--- config.mk ---
export PLATFORM = sky130hd
export DESIGN_NAME = draw_sequencer
export DESIGN_NICKNAME = d
export VERILOG_FILES = /design/src/rtl/draw_sequencer.sv
export SDC_FILE = /design/constraint.sdc
export NUM_CORES = 1
export LEC_CHECK = 0
export CORE_MARGIN = 10
export CORE_UTILIZATION = 25
export DETAILED_ROUTE_END_ITERATION = 10
export PLACE_DENSITY = 0.61
export SYNTH_ARGS = -nofsm -noshare
export SYNTH_HDL_FRONTEND = slang
export SYNTH_SLANG_ARGS = --single-unit
--- constraint.sdc ---
create_clock -name CLOCK_50 -period 11.3 [get_ports CLOCK_50]
set_clock_uncertainty 0.1 [all_clocks]
set_input_delay 2.26 -clock CLOCK_50 [delete_from_list [all_inputs] [get_ports CLOCK_50]]
set_output_delay 2.26 -clock CLOCK_50 [all_outputs]
set_load 0.005 [all_outputs]
--- src/rtl/draw_sequencer.sv ---
// draw_sequencer: one-pixel-per-clock plotter for the vga_adapter, cycling
// through player heads + timer bar, a full-screen clear, then glyph rendering.
module draw_sequencer #(
    parameter int NUM_PLAYERS = 4,
    parameter int X_W         = 8,
    parameter int Y_W         = 7,
    parameter int SCREEN_W    = 160,
    parameter int SCREEN_H    = 120,
    parameter int TIMER_Y     = 119,
    parameter int NUM_GLYPHS  = 4,
    parameter int GLYPH_W     = 5,
    parameter int GLYPH_H     = 7
) (
    input  logic                                 CLOCK_50,
    input  logic                                 resetn,
    input  logic                                 running,
    input  logic                                 restart,
    input  logic [NUM_PLAYERS*(X_W+Y_W)-1:0]     p_pos,
    input  logic [NUM_PLAYERS*3-1:0]             p_colour,
    input  logic [X_W-1:0]                       timer_x,
    input  logic [NUM_GLYPHS*GLYPH_W*GLYPH_H-1:0] glyph_bits,
    input  logic [NUM_GLYPHS*(X_W+Y_W)-1:0]      glyph_org,
    output logic [X_W-1:0]                       x,
    output logic [Y_W-1:0]                       y,
    output logic [2:0]                           colour,
    output logic                                 plot,
    output logic [1:0]                           phase,
    output logic                                 done
);
    localparam int PW = X_W + Y_W;
    localparam int GB = GLYPH_W * GLYPH_H;
    localparam int SW = $clog2(NUM_PLAYERS + 1);
    localparam int GW = $clog2(NUM_GLYPHS + 1);
    localparam int RW = $clog2(GLYPH_H + 1);
    localparam int CW = $clog2(GLYPH_W + 1);
    typedef enum logic [1:0] {PLAY, CLEAR, GLYPH, DONE} state_t;
    state_t state;
    logic [SW-1:0] s;
    logic [X_W-1:0] cx, nx;
    logic [Y_W-1:0] cy, ny;
    logic [RW-1:0] r;
    logic [CW-1:0] c;
    logic [GW-1:0] g;
    logic [2:0] ncol;
    logic [PW-1:0] pp, go;
    int sel;
    logic p_last, cy_end, c_last, g_end, c_end, g_last, gbit, on_screen;
    assign phase = state;
    assign done = state == DONE;
    always_comb begin
        p_last = s == SW'(NUM_PLAYERS);
        sel = p_last ? 0 : int'(s);
        pp = PW'(p_pos >> (sel * PW));
        go = PW'(glyph_org >> (int'(g) * PW));
        gbit = 1'(glyph_bits >> (int'(g) * GB + GB - 1 - int'(r) * GLYPH_W - int'(c)));
        cy_end = cy == Y_W'(SCREEN_H - 1);
        c_last = cy_end && cx == X_W'(SCREEN_W - 1);
        g_end = g == GW'(NUM_GLYPHS - 1);
        c_end = c == CW'(GLYPH_W - 1);
        g_last = g_end && c_end && r == RW'(GLYPH_H - 1);
        nx = x;
        ny = y;
        ncol = colour;
        case (state)
            PLAY: begin
                nx = p_last ? timer_x : pp[PW-1 -: X_W];
                ny = p_last ? Y_W'(TIMER_Y) : pp[Y_W-1:0];
                ncol = p_last ? 3'b111 : 3'(p_colour >> (sel * 3));
            end
            CLEAR: begin
                nx = cx;
                ny = cy;
                ncol = 3'b000;
            end
            GLYPH: begin
                nx = go[PW-1 -: X_W] + X_W'(c);
                ny = go[Y_W-1:0] + Y_W'(r);
                ncol = {3{gbit}};
            end
            default: ;
        endcase
        on_screen = int'(nx) < SCREEN_W && int'(ny) < SCREEN_H;
    end
    always_ff @(posedge CLOCK_50 or negedge resetn) begin
        if (!resetn) begin
            state <= PLAY;
            s <= '0;
            cx <= '0;
            cy <= '0;
            r <= '0;
            c <= '0;
            g <= '0;
            x <= '0;
            y <= '0;
            colour <= '0;
            plot <= 1'b0;
        end else begin
            x <= nx;
            y <= ny;
            colour <= ncol;
            plot <= state != DONE && on_screen;
            case (state)
                PLAY: begin
                    s <= p_last ? '0 : s + 1'b1;
                    if (p_last && !running) state <= CLEAR;
                end
                CLEAR: begin
                    cy <= cy_end ? '0 : cy + 1'b1;
                    if (cy_end) cx <= c_last ? '0 : cx + 1'b1;
                    if (c_last) state <= GLYPH;
                end
                GLYPH: begin
                    g <= g_end ? '0 : g + 1'b1;
                    if (g_end) c <= c_end ? '0 : c + 1'b1;
                    if (g_end && c_end) r <= g_last ? '0 : r + 1'b1;
                    if (g_last) state <= DONE;
                end
                default: if (restart) state <= PLAY;
            endcase
        end
    end
endmodule

==> impl_metrics.tcl, run 1 <==
set metrics [dict create \
    status "completed" \
    reg2reg_to "colour[2]" \
    cp_common_cell "ha_1" \
    highest_layer "met4" \
    drive_gt1_share_pct 10.1 \
    final_cells 1158 \
    reg2regPathDepth 16 \
    slew_headroom_pct 31.8 \
    yosysWarnings 0 \
    antenna_cells 0 \
    synth_async_sr_flop_share_pct 100 \
    required_ns 11.37 \
    vdd_ir_drop_max_v 0.000200 \
    maxCapViolations 0 \
    worst_setup_path_start_kind "register" \
    netlist_area_mm2 0.00570 \
    cts_sinks 48 \
    initial_core_util_pct 25.3 \
    antenna_left 0 \
    wl_met3_um 2680 \
    wl_per_cell_um 20.3 \
    die_w_um 171 \
    cp.depth 16 \
    switchingPower_mw 1.25 \
    drtIter0Drc 303 \
    clockBufferDepth 2 \
    grt_pass1_wl_um 36100 \
    area_delta_synth_final_pct 60.7 \
    row_count 55 \
    postCtsSetupBuffers 0 \
    hold_violations 0 \
    die_area_mm2 0.0293 \
    finalPower_mw 2.67 \
    vias_per_cell 5.02 \
    dp_hpwl_um 20000 \
    internal-power_mw 1.43 \
    pre_cts_ws_ns 5.89 \
    rr_startpoint "g[1]" \
    setup_viol 0 \
    hold_path.class "reg2reg" \
    finalWirelength_um 23500 \
    grt-ovfl-total 0 \
    cts_tree "built" \
    drt_pre_antenna_iters 5 \
    cp_cell_sequence "inv_1, ha_1, xnor2_1, ha_1, fa_1, inv_1, ha_1, inv_1, ha_1, or3_1, nand2_2, mux4_2, mux2i_1, a311oi_1, o32ai_2, o21ai_1" \
    core-area_mm2 0.0226 \
    synthCells 590 \
    ys_ff_latch 48 \
    maxSlewViolCount 0 \
    rsz0062_at_grt "false" \
    arrival_ns 5.46 \
    synth_ff_type "dfrtp_1" \
    path_max_fanout 22 \
    syn_nets 919 \
    synth_edf_count 0 \
    die_h_um 171 \
    cts_buffers 5 \
    power_frac_clock_pct 6.6 \
    synth.distinct_cells 63 \
    fin_crit_sh_pct 47.7 \
    clk_pin_slew_ns 0.07 \
    hold_buffers 0 \
    reg2reg_slack_ns 5.91 \
    slowest_delay_ns 0.99 \
    crit_slowest_cell "dfrtp_1" \
    p_sw_share_pct 46.6 \
    nets 1201 \
    io_buffers 305 \
    met1_length_um 9100 \
    fin_ws_ns 5.91 \
    power_density_mw_per_mm2 291 \
    root_buffer "clkbuf_16" \
    met2_length_um 11500 \
    endpoint_kind "register" \
    grt_usage_pct 15.7 \
    worstSetupPathType "reg2reg" \
    drc 0 \
    cts_resized 0 \
    ios 306 \
    clock.fmax_ghz 0.185 \
    pwr-share-seq_pct 11.5 \
    synth.yosys.seq_area_share_pct 21.1 \
    cts_max_level 2 \
    critical-path-top-delay-family "adder cells" \
    gp_congestion 0.816 \
    tns_ns 0 \
    crit_buf_inv 3 \
    antenna_found_initial 0 \
    tightest_slew_ns 1.02 \
    syn_avg_cell_area_um2 9.67 \
    cp-endpoint "colour[2]" \
    vias 5809 \
    grt_max_degree 49 \
    combPwrFrac_pct 82.0 \
    grt_pass1_vias 6248 \
    period_minus_slack_ns 5.39 \
    leakagePower_nw 3.69 \
    placed_cells 1150 \
    clock_latency_ns 0.29 \
    crit_start "g[1]" \
]
power by group through the flow:
stage / registers (mW) / logic [mW] / clock network [mW]
global route: 0.316 / 2.41 / 0.187
floorplan: 0.280 / 1.64 / 0
detailed placement: 0.310 / 2.23 / 0
global placement: 0.308 / 2.20 / 0
finish: 0.306 / 2.19 / 0.175
CTS: 0.307 / 2.23 / 0.180
worst min-delay path by stage:
stage                     cells past startpoint    end  start
final                                         1  cx[4]  cx[4]
after global routing                          1  cx[6]  cx[6]
after CTS                                     1  cx[4]  cx[4]
after detailed placement                      1  cx[4]  cx[4]
after global placement                        1  cx[4]  cx[4]
after floorplan                               1  cx[4]  cx[4]
metal layers:
layer,vias to the layer above,track usage (%)
li1,2805,-
met1,2747,18.4
met2,246,27.2
met3,11,5.67
met4,0,2.61
met5,-,0
area by class of cell:
type / instances / area [um^2]
multi-input combinational: 461 / 4170
sequential: 48 / 1200
inverter: 43 / 161
clock inverter: 3 / 46.3
timing repair buffer: 313 / 3110
tap: 285 / 357
fill: 2252 / 13400
clock buffer: 5 / 125
cell usage in the layout, fill, tap and decap left out, types with 10 or more instances in the layout:
| cell type | n |
|---|---|
| inv_1 | 43 |
| a221oi_1 | 10 |
| nand3_1 | 15 |
| a21o_1 | 10 |
| and2_1 | 10 |
| ha_1 | 39 |
| xnor2_1 | 12 |
| dfrtp_1 | 48 |
| nand2_1 | 67 |
| clkdlybuf4s50_1 | 304 |
| a21oi_1 | 31 |
| a31oi_1 | 10 |
| mux2i_1 | 16 |
| xor2_1 | 13 |
| mux2_2 | 12 |
| nor2_1 | 24 |
| mux4_2 | 53 |
| o21ai_0 | 24 |
synthesized netlist by cell type (5+ instances only):
library cell | count | share of area (%)
mux2i_1 | 16 | 2.8
clkbuf_1 | 22 | 1.4
and3_1 | 8 | 0.88
nand3_1 | 15 | 1.3
nor2_1 | 24 | 1.6
xor2_1 | 13 | 2.0
inv_1 | 43 | 2.8
buf_1 | 5 | 0.33
nand2_1 | 67 | 4.4
a211oi_1 | 8 | 1.1
mux4_2 | 53 | 21
and2_1 | 10 | 1.1
fa_1 | 6 | 2.1
nor3_1 | 8 | 0.70
xnor2_1 | 12 | 1.8
dfrtp_1 | 48 | 21
nor2b_1 | 8 | 0.88
o21ai_0 | 24 | 2.1
a221oi_1 | 10 | 1.5
a31oi_1 | 10 | 1.1
a221o_1 | 7 | 1.2
buf_2 | 7 | 0.61
o21ai_1 | 7 | 0.61
a21o_1 | 10 | 1.3
a32oi_1 | 5 | 0.77
ha_1 | 39 | 8.6
a21oi_1 | 31 | 2.7
mux2_2 | 12 | 2.4
metrics by stage:
| stage | util [%] | hold WS [ns] | area (um^2) |
|---|---|---|---|
| 4_1_cts | 40.6 | 0.403 | 9170 |
| 3_5_place_dp | 39.9 | 0.394 | 9000 |
| 6_report | 40.6 | 0.405 | 9170 |
| 3_3_place_gp | 39.9 | 0.383 | 9000 |
| 5_1_grt | 40.6 | 0.449 | 9170 |
| 2_1_floorplan | - | 0.361 | 5700 |
flip-flops by register name (all words and copies together), names as in the netlist:
signal	cells
c	3
colour	3
cx	8
cy	7
g	3
phase	2
plot	1
r	3
s	3
x	8
y	7
logic make-up (layout without fill, tap and decap cells):
group / count (synthesis) / in the layout / share of synthesized area [%]
compound gates: 145 / 145 / 17.3
xor+xnor: 26 / 26 / 4.12
fa+ha+maj: 45 / 45 / 10.7
buf+inv: 81 / 364 / 5.90
flops: 48 / 48 / 21.1
mux: 84 / 84 / 27.5
simple gates: 161 / 161 / 13.5
(Power assumes the default switching activity.)
==> inputs of run 2 (changes only) <==
==> constraint.sdc (replaced) <==
create_clock -name CLOCK_50 -period 5.4 [get_ports CLOCK_50]
set_clock_uncertainty 0.1 [all_clocks]
set_input_delay 1.08 -clock CLOCK_50 [delete_from_list [all_inputs] [get_ports CLOCK_50]]
set_output_delay 1.08 -clock CLOCK_50 [all_outputs]
set_load 0.005 [all_outputs]
==> impl_metrics.tcl, run 2 (synthesized netlist as in run 1, its figures left out) <==
set metrics [dict create \
    clock.fmax_ghz 0.218 \
    worst_setup_path_start_kind "register" \
    holdCritStartpoint "x[1]" \
    dp_hpwl_um 20000 \
    grt_pass1_vias 6172 \
    initial_core_util_pct 25.3 \
    fin_area_mm2 0.00924 \
    die_w_um 171 \
    fillers 2278 \
    drc 0 \
    clock_latency_ns 0.30 \
    cts_tree "built" \
    placed_cells 1156 \
    core-area_mm2 0.0226 \
    layout_common_cells "clkdlybuf4s50_1, nand2_1, mux4_2, dfrtp_1, inv_1" \
    rr_startpoint "g[2]" \
    rsz0062_at_grt "false" \
    top_regs "cx: 8 flops, x: 8 flops" \
    clk_pin_slew_ns 0.07 \
    maxSlewViolCount 0 \
    tightest_slew_ns 0.875 \
    crit_buf_inv 2 \
    drt_pre_antenna_iters 5 \
    required_ns 5.47 \
    antenna_left 0 \
    slew_headroom_pct 41.7 \
    row_count 55 \
    gp_congestion 0.840 \
    reg2reg_slack_ns 0.82 \
    setup_viol 0 \
    drive_gt1_share_pct 10.7 \
    leakagePower_nw 3.73 \
    cts_buffers 5 \
    cts_resized 0 \
    io_buffers 305 \
    cts_sinks 48 \
    postCtsSetupBuffers 0 \
    grt-ovfl-total 0 \
    antenna_cells 0 \
    endpoint_kind "register" \
    fin_crit_sh_pct 84.9 \
    area_delta_synth_final_pct 61.9 \
    critical-path-top-delay-family "adder cells" \
    ios 306 \
    period_minus_slack_ns 4.58 \
    cp_cell_sequence "ha_1, xnor2_1, ha_1, fa_1, inv_1, ha_1, inv_1, ha_1, or3_1, nand2_2, mux4_2, mux2i_1, a311oi_1, o32ai_2, o21ai_1" \
    antenna_found_initial 0 \
    hold_buffers 0 \
    cp_common_cell "ha_1" \
    nets 1207 \
    finalWirelength_um 23500 \
    wl_per_cell_um 20.2 \
    hold_path.class "reg2reg" \
    crit_slowest_cell "mux4_2" \
    tns_ns 0 \
    die_h_um 171 \
    vias_per_cell 4.98 \
    grt_max_degree 49 \
    final_cells 1164 \
    vias 5798 \
    grt_pass1_wl_um 35800 \
    crit_start "g[2]" \
    vdd_ir_drop_max_v 0.000400 \
    grt_usage_pct 15.6 \
    clockBufferDepth 2 \
    slowest_delay_ns 0.53 \
    maxCapViolations 0 \
    cts_max_level 2 \
    root_buffer "clkbuf_16" \
    hold_violations 0 \
    die_area_mm2 0.0293 \
    power_density_mw_per_mm2 615 \
    worstSetupPathType "reg2reg" \
    arrival_ns 4.65 \
    placed_cell_area_mm2 0.00904 \
    status "completed" \
    layout_commonest_cell "clkdlybuf4s50_1" \
    path_max_fanout 10 \
    drtIter0Drc 226 \
]
==> run 2: where the power goes <==
part	switching, mW	leakage, nW	total (mW)	internal [mW]
logic	2.33	3.02	4.65	2.32
registers	0.125	0.619	0.613	0.488
clock network	0.153	0.0944	0.420	0.267
==> run 2: cell type report <==
class / count / area [um^2] / share of cell area (%)
clock inverters: 3 / 68.8 / 0.745
multi-input cells: 461 / 4170 / 45.1
inverters: 43 / 161 / 1.75
repair buffers: 319 / 3150 / 34.1
flip-flops and latches: 48 / 1200 / 13.0
well taps: 285 / 357 / 3.86
clock buffers: 5 / 125 / 1.35
==> run 2: through the flow <==
stage | total power [mW] | hold slack (ns) | setup WS, ns | utilization [%]
2_1_floorplan | 4.03 | 0.361 | 0.464 | -
3_3_place_gp | 5.31 | 0.388 | 0.882 | 40.1
3_5_place_dp | 5.35 | 0.408 | 0.793 | 40.1
4_1_cts | 5.80 | 0.418 | 0.766 | 40.9
5_1_grt | 6.24 | 0.441 | 0.529 | 40.9
6_report | 5.68 | 0.416 | 0.815 | 40.9
==> run 2: layer usage <==
layer	global-route usage [%]	vias to the layer above	part of all wire, %
met3	5.16	7	9.7
met5	0	-	0
met2	26.9	232	49
li1	-	2817	-
met4	2.27	0	0.52
met1	18.7	2742	41
==> run 2: worst reg2reg max path: stages (launching register included) <==
cell and delay [ns]:
dfrtp_1 0.47, ha_1 0.34, xnor2_1 0.13, ha_1 0.23
fa_1 0.48, inv_1 0.04, ha_1 0.26, inv_1 0.04
ha_1 0.35, or3_1 0.45, nand2_2 0.26, mux4_2 0.53
mux2i_1 0.16, a311oi_1 0.14, o32ai_2 0.38, o21ai_1 0.10
==> run 2: path summary, 6_finish.rpt <==
path	end	depth (start not counted)
setup / recovery	colour[0]	15
setup reg to reg	colour[0]	15
min in group asynchronous	x[0]	2
hold / removal	x[1]	2
max in group asynchronous	colour[1]	2
hold reg to reg	x[1]	2
